===== src/rtl/despread_code_gen.sv =====
// PN code generator for one despreader channel: Fibonacci LFSR with tap-mask
// outputs, programmable restart, epoch strobe and a single-chip slip handshake.
module despread_code_gen #(
  parameter int LFSR_BITS  = 18,
  parameter int SLIP_CHIPS = 1
) (
  input  logic                 clk,
  input  logic                 reset,
  input  logic                 chipEn,
  input  logic [LFSR_BITS-1:0] init,
  input  logic [LFSR_BITS-1:0] polyTaps,
  input  logic [LFSR_BITS-1:0] codeRestartCount,
  input  logic [LFSR_BITS-1:0] iOutTaps,
  input  logic [LFSR_BITS-1:0] qOutTaps,
  input  logic [LFSR_BITS-1:0] epoch,
  input  logic                 goldEnable,
  input  logic                 slip,
  output logic                 iCode,
  output logic                 qCode,
  output logic                 chipValid,
  output logic                 codeEpoch,
  output logic [LFSR_BITS-1:0] chipIndex,
  output logic                 slipped
);

  localparam int HOLD_W = (SLIP_CHIPS < 1) ? 1 : $clog2(SLIP_CHIPS + 1);

  typedef enum logic [1:0] {
    IDLE     = 2'd0,
    PEND     = 2'd1,
    ACK      = 2'd2,
    WAIT_LOW = 2'd3
  } slip_state_t;

  slip_state_t          state_q, state_d;
  logic [HOLD_W-1:0]    hold_cnt_q, hold_cnt_d;
  logic [LFSR_BITS-1:0] sr_q, sr_d;
  logic [LFSR_BITS-1:0] count_q, count_d;
  logic                 icode_q, icode_d;
  logic                 qcode_q, qcode_d;
  logic                 chip_valid_q, chip_valid_d;
  logic                 code_epoch_q, code_epoch_d;
  logic [LFSR_BITS-1:0] chip_index_q, chip_index_d;
  logic                 slipped_q, slipped_d;

  logic fb, pi, pq, hold, advance;

  always_comb begin
    fb      = ^(sr_q & polyTaps);
    pi      = ^(sr_q & iOutTaps);
    pq      = ^(sr_q & qOutTaps);
    // A pending slip swallows whole chip enables, including a restart chip.
    hold    = (state_q == PEND);
    advance = chipEn & ~hold;
  end

  always_comb begin
    sr_d         = sr_q;
    count_d      = count_q;
    icode_d      = icode_q;
    qcode_d      = qcode_q;
    chip_index_d = chip_index_q;
    chip_valid_d = 1'b0;
    code_epoch_d = 1'b0;

    if (advance) begin
      icode_d      = goldEnable ? (pi ^ pq) : pi;
      qcode_d      = pq;
      chip_index_d = count_q;
      code_epoch_d = (count_q == epoch);
      chip_valid_d = 1'b1;
      if (count_q == codeRestartCount) begin
        sr_d    = init;
        count_d = '0;
      end else begin
        sr_d    = {sr_q[LFSR_BITS-2:0], fb};
        count_d = count_q + LFSR_BITS'(1);
      end
    end
  end

  always_comb begin
    state_d    = state_q;
    hold_cnt_d = hold_cnt_q;
    slipped_d  = 1'b0;

    unique case (state_q)
      IDLE: begin
        if (slip) begin
          state_d    = PEND;
          hold_cnt_d = HOLD_W'(SLIP_CHIPS);
        end
      end
      PEND: begin
        if (chipEn) begin
          hold_cnt_d = hold_cnt_q - HOLD_W'(1);
          if (hold_cnt_q == HOLD_W'(1)) begin
            state_d = ACK;
          end
        end
      end
      ACK: begin
        slipped_d = 1'b1;
        state_d   = WAIT_LOW;
      end
      WAIT_LOW: begin
        // Wait for the request to drop so a slow clear cannot re-trigger.
        if (!slip) begin
          state_d = IDLE;
        end
      end
      default: begin
        state_d = IDLE;
      end
    endcase
  end

  always_ff @(posedge clk) begin
    if (reset) begin
      state_q      <= IDLE;
      hold_cnt_q   <= '0;
      sr_q         <= init;
      count_q      <= '0;
      icode_q      <= 1'b0;
      qcode_q      <= 1'b0;
      chip_valid_q <= 1'b0;
      code_epoch_q <= 1'b0;
      chip_index_q <= '0;
      slipped_q    <= 1'b0;
    end else begin
      state_q      <= state_d;
      hold_cnt_q   <= hold_cnt_d;
      sr_q         <= sr_d;
      count_q      <= count_d;
      icode_q      <= icode_d;
      qcode_q      <= qcode_d;
      chip_valid_q <= chip_valid_d;
      code_epoch_q <= code_epoch_d;
      chip_index_q <= chip_index_d;
      slipped_q    <= slipped_d;
    end
  end

  assign iCode     = icode_q;
  assign qCode     = qcode_q;
  assign chipValid = chip_valid_q;
  assign codeEpoch = code_epoch_q;
  assign chipIndex = chip_index_q;
  assign slipped   = slipped_q;

endmodule


===== config.mk =====
export PLATFORM = sky130hd
export DESIGN_NAME = despread_code_gen
export DESIGN_NICKNAME = d
export VERILOG_FILES = /design/src/rtl/despread_code_gen.sv
export SDC_FILE = /design/constraint.sdc
export NUM_CORES = 1
export LEC_CHECK = 0
export ABC_AREA = 1
export ABC_CLOCK_PERIOD_IN_PS = 5400
export BUFFER_PORTS_ARGS = -buffer_cell sky130_fd_sc_hd__buf_2
export CAP_MARGIN = 0
export CORE_MARGIN = 10
export CORE_UTILIZATION = 40
export CTS_CLUSTER_SIZE = 40
export DETAILED_ROUTE_END_ITERATION = 10
export PLACE_DENSITY = 0.69
export SETUP_SLACK_MARGIN = 0.4
export SLEW_MARGIN = 10
export SYNTH_ARGS = -nofsm -noshare
export SYNTH_HDL_FRONTEND = slang
export SYNTH_SLANG_ARGS = --single-unit

===== constraint.sdc =====
create_clock -name clk -period 5.4 [get_ports clk]
set_clock_uncertainty 0.05 [all_clocks]
set_input_delay 1.35 -clock clk [delete_from_list [all_inputs] [get_ports clk]]
set_output_delay 1.35 -clock clk [all_outputs]
set_load 0.02 [all_outputs]

==> run_results.csv <==
group,metric,value,unit
power_and_ir_drop,leakagePower,2.61,nW
cts,post-cts-setup-buffer-count,0,
synth,yosysUniqueCellTypes,39,
setup_path,cp_data_arrival_time,2990,ps
sta,setup_tns,0,ps
drt,final_antenna_net_count,0,
worst_hold_path,hold_start,"chipIndex[5]$_SDFFE_PP0P_",
cts,clock_sinks,62,
floorplanning,dieHeight,122,um
cells_and_area,regArea,1420,sq um
power_and_ir_drop,vdd.ir_drop.worst,0.164,mV
cells_and_area,diodes,0,
cells_and_area,finalInstanceArea,5120,sq um
cells_and_area,syn_to_final_growth,22.5,%
setup_path,worst-setup-path-type,"input port to register",
cells_and_area,final_util,0.499,
synth,syn_area,4190,sq um
synth,ys_seq_elements,62,
sta,period_share,0.524,
synth,synth_ff_type,"dfxtp_1",
sta,rsz0062_at_grt,"false",
sta,setup_viol,0,
synth,synth_top_cell_by_area,"nand2_1",
cts,clock-root-buffer,"clkbuf_8",
synth,synth_edf_count,18,
cells_and_area,drive_above_1_share,0.236,
setup_path,start_kind,"input port",
cts,path_clk_slew,70,ps
placement,port_buffers,135,
sta,max_freq,353,MHz
cts,numCtsBuffers,9,
setup_path,startpoint,"codeRestartCount[7]",
drt,drc,0,
setup_path,required,5560,ps
sta,setup_ws,2570,ps
synth,syn_nets,745,
floorplanning,die_x,122,um
grt,grt_antenna_before_repair,0,
sta,hold_viol,0,
cts,clock_path_buffers,2,
placement,dpl-instance-area,4960,sq um
cts,hold_buffers,0,
synth,yosysWarnings,0,
grt,grt_overflow,0,
synth,syn_area_per_cell,6.69,sq um
drt,via_per_inst,4.77,
cts,cts_resized,0,
drt,dr.pass1.iters,5,
floorplanning,dieArea,15000,sq um
synth,yosys.area.top_type_share,0.250,
power_and_ir_drop,power.density,296,nW/um^2
drt,dr_wl_met2,6.41,mm
cells_and_area,fill_cells,1051,
setup_path,cp_max_fo,20,
sta,tightestPinTransition,759,ps
drt,routed-wl-met3,813,um
placement,dp_slack,2240,ps
cells_and_area,final_nets,880,
cts,htree_levels,3,
setup_path,critPathCaptureType,"register",
grt,grt_pass1_wl,20.5,mm
drt,first_iter_violations,211,
grt,track_usage,0.168,
synth,synth_cells,626,
floorplanning,pin_count,136,
floorplanning,start_util,0.407,
grt,grt_pass1_vias,4424,
worst_hold_path,min-delay-path-class,"register to register",
floorplanning,fp.coreArea,10300,sq um
synth,yosys-top-cells-area,"nand2_1 (25%), dfxtp_1 (21%), edfxtp_1 (13%), xnor2_1 (8.2%), inv_1 (5.3%)",
placement,place.gp.congestion,0.885,
drt,vias,4305,
synth,async_reset_ff_frac,0,
power_and_ir_drop,power,0.00152,W
drt,wl_met1,5.22,mm
job,cap_violations,0,
placement,dpl.hpwl,10.3,mm
sta,relSlewSlack,0.493,
cts,cts_tree,"done",
sta,slew_viol_final,0,
synth,ys_seq_area_frac,0.340,
drt,wl_per_cell,14.0,um
floorplanning,rows,37,
status,outcome,"finished, final reports clean",
drt,top_layer,"met4",
sta,fin_crit,2830,ps
cells_and_area,multi_input_area,2440,sq um
setup_path,r2r-start,"state_q[1]$_SDFFE_PP0P_",
cts,clock_latency,340,ps
grt,grt_max_degree,21,
drt,drt-total-wl,12.6,mm
## flip-flops by register name, indices dropped and copies added, names as in the netlist, 2 cells and up
| register | count |
|---|---|
| state_q | 2 |
| count_q | 18 |
| chipIndex | 18 |
| sr_q | 18 |
## cells by family after synthesis
| logic type | share of synthesized area |
|---|---|
| adders and majority gates | 0.0179 |
| and+or+nand+nor | 0.376 |
| xor gates and xnor gates | 0.126 |
| DFF | 0.340 |
| buffers and inverters | 0.0774 |
| AOI/OAI and AO/OA | 0.0631 |
## metal layers
| layer | global-route usage | up-vias |
|---|---|---|
| met2 | 0.310 | 132 |
| met4 | 0.0405 | 0 |
| met5 | 0 | - |
| met1 | 0.191 | 1940 |
| met3 | 0.0409 | 11 |
| li1 | - | 2222 |
## cell usage in the layout (no fill, tap or decap), types with 2 or more instances in the layout
cell type   Yosys  routed
a21oi_1         5       5
ha_1            6       6
a211oi_1        2       2
a221oi_1        3       3
o21ai_0        29      29
or2_2           7       7
xor2_1         21      21
inv_1          59      59
edfxtp_1       18      18
clkbuf_8        0       9
nand2_2        10      10
clkinvlp_4      0       2
dfxtp_1        44      44
o22ai_1         2       2
nor4_1          2       2
clkinv_2        0       3
clkinv_4        1       2
xnor2_1        39      39
nor2_2          3       3
a22o_1          2       2
inv_2           2       2
nor3_1          3       3
nor2_1         38      38
nor4_2          2       2
nand4_1         9       9
buf_2           3     135
nand2_1       279     279
nand3_1        19      19
## metrics by stage
step / hold WS, ps / instances
after floorplan: 382 / 626
after global routing: 432 / 902
after global placement: 380 / 886
final: 400 / 902
after CTS: 402 / 902
after detailed placement: 383 / 886
## worst paths after layout
check,endpoint,slack (ps),depth (start not counted)
max,count_q[5]$_SDFFE_PP0P_,2570,8
min reg2reg,chipIndex[5]$_SDFFE_PP0P_,400,2
max reg2reg,sr_q[10]$_DFFE_PP_,3070,7
min,chipIndex[5]$_SDFFE_PP0P_,400,2
## area by class of cell
cell class	instances	area share
Clock buffer	10	0.0249
Multi-Input combinational cell	489	0.476
Inverter	63	0.0476
Clock inverter	6	0.00757
Timing Repair Buffer	136	0.133
Tap cell	136	0.0332
Sequential cell	62	0.277
## where the power goes
part | leakage (nW) | switching (W) | internal [W] | total (W)
combinational | 1.99 | 0.000345 | 0.000213 | 0.000559
clock | 0.0820 | 0.000187 | 0.000165 | 0.000352
sequential | 0.542 | 0.0000608 | 0.000544 | 0.000605
## Yosys cell counts (5+ instances only)
master	n
nand2_1	279
inv_1	59
dfxtp_1	44
xnor2_1	39
nor2_1	38
o21ai_0	29
xor2_1	21
nand3_1	19
edfxtp_1	18
nand2_2	10
nand4_1	9
or2_2	7
ha_1	6
a21oi_1	5
## worst max-delay path, cell delays in order
cell	delay, ps
buf_2	100
xor2_1	150
nor4_2	390
nand3_2	200
nand2_4	230
inv_4	160
nor2_4	310
nor2_1	90
Power figures use the tool's default switching activity.
